## src/rtl/backscatter_pkg.sv

```systemverilog
// Shared types and default timing constants for the backscatter frame scheduler.
package backscatter_pkg;

   typedef enum logic [1:0] {IDLE, PRE, DATA, GAP} state_t;

   localparam int         CLK_HZ   = 100_000_000;
   localparam int         BIT_DIV  = 100_000;
   localparam int         SUB_DIV  = 100;
   localparam logic [7:0] PREAMBLE = 8'b1010_1011;

endpackage

```

## src/rtl/tick_div.sv

```systemverilog
// Free-running modulo-DIV counter; tick is high on the last count of each period.
module tick_div #(
   parameter int DIV = 2
) (
   input  logic clk,
   input  logic rst,
   input  logic clr,
   output logic tick
);

   localparam int           W    = (DIV > 1) ? $clog2(DIV) : 1;
   localparam logic [W-1:0] LAST = W'(DIV - 1);

   logic [W-1:0] cnt_q, cnt_d;

   assign tick = (cnt_q == LAST);

   always_comb begin
      cnt_d = cnt_q + 1'b1;
      if (clr || tick) cnt_d = '0;
   end

   always_ff @(posedge clk) begin
      if (rst) cnt_q <= '0;
      else     cnt_q <= cnt_d;
   end

endmodule

```

## src/rtl/backscatter_frame_sched.sv

```systemverilog
// Host-loadable frame sequencer: preamble + payload MSB-first, optional repeats
// separated by idle gaps, serial bit gated with a free-running subcarrier.
module backscatter_frame_sched #(
   parameter int               BIT_DIV   = backscatter_pkg::BIT_DIV,
   parameter int               SUB_DIV   = backscatter_pkg::SUB_DIV,
   parameter int               PRE_W     = 8,
   parameter logic [PRE_W-1:0] PREAMBLE  = backscatter_pkg::PREAMBLE,
   parameter int               PAYLOAD_W = 20,
   parameter int               GAP_BITS  = 10
) (
   input  logic                 clk,
   input  logic                 rst,
   input  logic                 load_valid,
   output logic                 load_ready,
   input  logic [PAYLOAD_W-1:0] load_data,
   input  logic [7:0]           load_repeat,
   input  logic                 abort,
   output logic                 busy,
   output logic                 done,
   output logic                 aborted,
   output logic                 sig,
   output logic                 pwm,
   output logic                 ctrl1
);

   import backscatter_pkg::*;

   localparam int LMAX_A = (PRE_W > PAYLOAD_W) ? PRE_W : PAYLOAD_W;
   localparam int LMAX   = (LMAX_A > GAP_BITS) ? ((LMAX_A > 2) ? LMAX_A : 2)
                                               : ((GAP_BITS > 2) ? GAP_BITS : 2);
   localparam int IW     = $clog2(LMAX);

   localparam logic [IW-1:0] PRE_LAST = IW'(PRE_W - 1);
   localparam logic [IW-1:0] DAT_LAST = IW'(PAYLOAD_W - 1);
   localparam logic [IW-1:0] GAP_LAST = IW'((GAP_BITS > 0) ? GAP_BITS - 1 : 0);

   state_t                 state_q, state_d;
   logic [IW-1:0]          idx_q, idx_d;
   logic [PRE_W-1:0]       pre_q, pre_d;
   logic [PAYLOAD_W-1:0]   shift_q, shift_d;
   logic [PAYLOAD_W-1:0]   payload_q, payload_d;
   logic [7:0]             rep_q, rep_d;
   logic                   sig_q, sig_d;
   logic                   done_q, done_d;
   logic                   aborted_q, aborted_d;
   logic                   pwm_q;
   logic                   sub_tick, bit_tick, bit_clr;

   tick_div #(.DIV(SUB_DIV)) u_sub_div (
      .clk (clk),
      .rst (rst),
      .clr (1'b0),
      .tick(sub_tick)
   );

   // Restarting on every state change keeps each bit exactly BIT_DIV cycles long.
   assign bit_clr = (state_d != state_q);

   tick_div #(.DIV(BIT_DIV)) u_bit_div (
      .clk (clk),
      .rst (rst),
      .clr (bit_clr),
      .tick(bit_tick)
   );

   always_comb begin
      state_d   = state_q;
      idx_d     = idx_q;
      pre_d     = pre_q;
      shift_d   = shift_q;
      payload_d = payload_q;
      rep_d     = rep_q;
      sig_d     = sig_q;
      done_d    = 1'b0;
      aborted_d = 1'b0;

      unique case (state_q)
         IDLE: begin
            sig_d = 1'b0;
            if (load_valid) begin
               state_d   = PRE;
               payload_d = load_data;
               shift_d   = load_data;
               rep_d     = load_repeat;
               idx_d     = PRE_LAST;
               pre_d     = PREAMBLE;
               sig_d     = PREAMBLE[PRE_W-1];
            end
         end
         PRE: if (bit_tick) begin
            if (idx_q == '0) begin
               state_d = DATA;
               idx_d   = DAT_LAST;
               sig_d   = shift_q[PAYLOAD_W-1];
            end else begin
               idx_d = idx_q - 1'b1;
               pre_d = pre_q << 1;
               sig_d = pre_d[PRE_W-1];
            end
         end
         DATA: if (bit_tick) begin
            if (idx_q != '0) begin
               idx_d   = idx_q - 1'b1;
               shift_d = shift_q << 1;
               sig_d   = shift_d[PAYLOAD_W-1];
            end else if (rep_q != '0) begin
               shift_d = payload_q;
               if (GAP_BITS == 0) begin
                  state_d = PRE;
                  rep_d   = rep_q - 1'b1;
                  idx_d   = PRE_LAST;
                  pre_d   = PREAMBLE;
                  sig_d   = PREAMBLE[PRE_W-1];
               end else begin
                  state_d = GAP;
                  idx_d   = GAP_LAST;
                  sig_d   = 1'b0;
               end
            end else begin
               state_d = IDLE;
               done_d  = 1'b1;
               sig_d   = 1'b0;
            end
         end
         GAP: begin
            sig_d = 1'b0;
            if (bit_tick) begin
               if (idx_q == '0) begin
                  state_d = PRE;
                  rep_d   = rep_q - 1'b1;
                  idx_d   = PRE_LAST;
                  pre_d   = PREAMBLE;
                  sig_d   = PREAMBLE[PRE_W-1];
               end else begin
                  idx_d = idx_q - 1'b1;
               end
            end
         end
         default: state_d = IDLE;
      endcase

      if (abort && (state_q != IDLE)) begin
         state_d   = IDLE;
         sig_d     = 1'b0;
         done_d    = 1'b0;
         aborted_d = 1'b1;
      end
   end

   always_ff @(posedge clk) begin
      if (rst) begin
         state_q   <= IDLE;
         idx_q     <= '0;
         pre_q     <= '0;
         shift_q   <= '0;
         payload_q <= '0;
         rep_q     <= '0;
         sig_q     <= 1'b0;
         done_q    <= 1'b0;
         aborted_q <= 1'b0;
         pwm_q     <= 1'b0;
      end else begin
         state_q   <= state_d;
         idx_q     <= idx_d;
         pre_q     <= pre_d;
         shift_q   <= shift_d;
         payload_q <= payload_d;
         rep_q     <= rep_d;
         sig_q     <= sig_d;
         done_q    <= done_d;
         aborted_q <= aborted_d;
         pwm_q     <= pwm_q ^ sub_tick;
      end
   end

   assign load_ready = (state_q == IDLE);
   assign busy       = (state_q != IDLE);
   assign done       = done_q;
   assign aborted    = aborted_q;
   assign sig        = sig_q;
   assign pwm        = pwm_q;
   assign ctrl1      = sig_q & pwm_q;

endmodule
```

## config.mk

```make
export PLATFORM = sky130hd
export DESIGN_NAME = backscatter_frame_sched
export DESIGN_NICKNAME = d
export VERILOG_FILES = /design/src/rtl/backscatter_pkg.sv /design/src/rtl/tick_div.sv /design/src/rtl/backscatter_frame_sched.sv
export SDC_FILE = /design/constraint.sdc
export NUM_CORES = 1
export LEC_CHECK = 0
export ABC_CLOCK_PERIOD_IN_PS = 3020
export BUFFER_PORTS_ARGS = -buffer_cell sky130_fd_sc_hd__buf_2
export CORE_AREA = 3 3 91 93
export DETAILED_ROUTE_END_ITERATION = 6
export DIE_AREA = 0 0 94 96
export GPL_TIMING_DRIVEN = 0
export PLACE_DENSITY = 0.89
export SLEW_MARGIN = 20
export SYNTH_ARGS = -nofsm -noshare
export SYNTH_HDL_FRONTEND = slang
export SYNTH_SLANG_ARGS = --single-unit
```

## constraint.sdc

```tcl
create_clock -name clk -period 3.02 [get_ports clk]
set_input_delay 0.302 -clock clk [delete_from_list [all_inputs] [get_ports clk]]
set_output_delay 0.302 -clock clk [all_outputs]
set_load 0.005 [all_outputs]
```

==> results_dict.tcl <==
set metrics [dict create \
    min_to "payload_q[15]" \
    fp-row-count 32 \
    r2r-end "shift_q[7]" \
    min_path_type "in2reg" \
    cp_max_fo 10 \
    fin_cells 727 \
    gr-total-overflow 0 \
    ant_nets 0 \
    p_total_mw 3.07 \
    yosys.area.top_type "dfxtp_1" \
    hold_buffers 0 \
    cts_root_buffer "clkbuf_8" \
    wl_mm 12.1 \
    drc 11 \
    worstMarginPinSlew_ns 0.719 \
    first_iter_violations 535 \
    coreArea_um2 7610 \
    arrival_ns 2.87 \
    period_share_pct 85.6 \
    setup_viol 0 \
    cts_buffers 9 \
    slew_viol_final 0 \
    synth_seq_cells 90 \
    synth_enable_flop_cells 0 \
    dp_hpwl_mm 8.54 \
    cts_resized 0 \
    gp_congestion 0.928 \
    io_pins 39 \
    diodes 0 \
    maxCapViolCount 0 \
    dp_slack_ns 0.561 \
    fillCellCount 640 \
    finalCriticalPeriod_ns 2.58 \
    leakage_nw 1.83 \
    synthTopCellsByArea "dfxtp_1 (40%), nand2_1 (8.1%), a21oi_1 (6.6%)" \
    synth_most_common_cell "nand2_1" \
    dieArea_um2 9020 \
    cts_tree "done" \
    synthFlopType "dfxtp_1" \
    netlist_instances 573 \
    syn_nets 616 \
    setup_tns_ns 0 \
    dr.pass1.iters 7 \
    synth.yosys.seq_area_share_pct 39.8 \
    die_w_um 94 \
    wl_per_cell_um 16.7 \
    start_util_pct 59.6 \
    area_growth_pct 10.9 \
    vias 4572 \
    start_kind "flop" \
    cp-end-kind "flop" \
    synth_common_cells "nand2_1 (98), dfxtp_1 (90), a21oi_1 (60)" \
    grt_pass1_vias 4240 \
    post_cts_buffers 0 \
    netlist_area_um2 4530 \
    clk_pin_slew_worst_paths_ns 0.09 \
    grt_usage_pct 26.8 \
    grt_pass1_wl_mm 19.4 \
    yosys_warnings 0 \
    relSlewSlack_pct 51.6 \
    layout_setup_ws_ns 0.436 \
    synth_top_area_share_pct 39.8 \
    port_buffers 38 \
    insertion_delay_ns 0.36 \
    clock_path_buffers 2 \
    syn_avg_cell_area_um2 7.91 \
    reg2reg_depth 9 \
    cts_sinks 90 \
    placed_cells 713 \
    grt_max_degree 14 \
    clock.fmax_mhz 387 \
    hold_path_depth 3 \
    outcome "complete, but fails checks" \
    synth.distinct_cells 58 \
    peakVddDrop_mv 0.322 \
    rsz0062_at_grt "no" \
    worstPathRequired_ns 3.31 \
    async_flop_share_pct 0 \
    antenna_found_initial 0 \
    hold_start "load_data[15]" \
    worstReg2RegStart "state_q[0]" \
    finalHoldViolCount 0 \
    critPathKind "reg2reg" \
    htreeDepth 3 \
    p_per_area_nw_per_um2 611 \
    die_y_um 96 \
    violations "design-rule violations" \
    nets 665 \
    routed_via_density 6.29 \
    layout-drive-gt1-share_pct 11.4 \
    fin_skew_ns 0.0124 \
    r2r_slack_ns 0.44 \
]
==> critical path: stages, from the launching register on <==
cell and delay, ns:
dfxtp_1 0.36, inv_1 0.15, ha_1 0.29, clkbuf_1 0.43, inv_1 0.24, nor2_1 0.27, a31o_2 0.18, buf_2 0.25
o2111ai_1 0.17, a21oi_1 0.17
==> sequential cells by signal, summed over array words and instances, names as in the netlist, 2 cells and up <==
name and flops:
idx_q 5, rep_q 8, state_q 2, payload_q 20, shift_q 20, pre_q 7, u_sub_div.cnt_q 7, u_bit_div.cnt_q 17
==> power breakdown <==
group	leakage, nW	internal [mW]	switching [mW]
combinational	1.01	0.305	0.591
sequential	0.737	1.31	0.0900
clock	0.0853	0.373	0.401
==> metal layers <==
metal  vias up  global-route usage (%)  routed length [µm]  share of wire, %
li1       2146                       -                   -                 -
met1      2149                    33.5                4960                41
met2       228                    45.1                5810                48
met3        49                    4.38                1000               8.3
met4         0                    12.6                 342               2.8
met5         -                       0                   0                 0
==> cell type report <==
| cell class | count | area (µm²) | area share (%) |
|---|---|---|---|
| buffer | 38 | 181 | 3.61 |
| tap | 102 | 128 | 2.54 |
| multi-input combinational | 430 | 2490 | 49.6 |
| clock inverter | 3 | 42.5 | 0.847 |
| timing repair buffer | 38 | 190 | 3.79 |
| clock buffer | 11 | 131 | 2.62 |
| inverter | 15 | 56.3 | 1.12 |
| sequential | 90 | 1800 | 35.9 |
==> cell families (layout without fill, tap and decap cells) <==
| logic type | count (synthesis) | count (layout) | share of synthesized area [%] |
|---|---|---|---|
| AO/OA/AOI/OAI | 148 | 148 | 21.2 |
| XOR/XNOR | 21 | 21 | 4.06 |
| adder cells (fa/ha/maj) | 11 | 11 | 3.04 |
| buffers and inverters | 53 | 105 | 5.25 |
| flip-flops | 90 | 90 | 39.8 |
| multiplexers | 3 | 3 | 0.663 |
| AND/OR/NAND/NOR | 247 | 247 | 26.1 |
==> how the worst max path moves through the flow <==
stage | start | end | slack (ns) | cells past startpoint
2_1_floorplan | state_q[0] | u_bit_div.cnt_q[9] | 0.88 | 9
3_3_place_gp | idx_q[0] | shift_q[18] | 0.60 | 8
3_5_place_dp | state_q[0] | shift_q[7] | 0.56 | 9
4_1_cts | state_q[0] | u_bit_div.cnt_q[11] | 0.53 | 9
5_1_grt | state_q[0] | shift_q[5] | 0.27 | 9
6_report | state_q[0] | shift_q[7] | 0.44 | 9
==> through the flow <==
| stage | util, % | cell area (µm²) | hold slack [ns] |
|---|---|---|---|
| 2_1_floorplan | - | 4530 | 0.413 |
| 3_3_place_gp | 63.7 | 4850 | 0.422 |
| 3_5_place_dp | 63.7 | 4850 | 0.447 |
| 4_1_cts | 66.0 | 5020 | 0.185 |
| 5_1_grt | 66.0 | 5020 | 0.190 |
| 6_report | 66.0 | 5020 | 0.182 |
==> cell usage in the layout (no fill, tap or decap), drive strengths merged, types with 3 or more instances in the layout <==
cell type,n
nand2,98
dfxtp,90
a21oi,60
buf,47
nor2,46
clkbuf,40
nand3,36
o21ai,27
nor3,21
o2111ai,20
inv,15
xor2,12
ha,11
nand4,10
and3,9
xnor2,9
a211oi,5
o31ai,5
a21o,5
o311ai,4
a221oi,4
nor4b,4
a31oi,4
nor4,3
mux2i,3
Power figures use the tool's default switching activity.
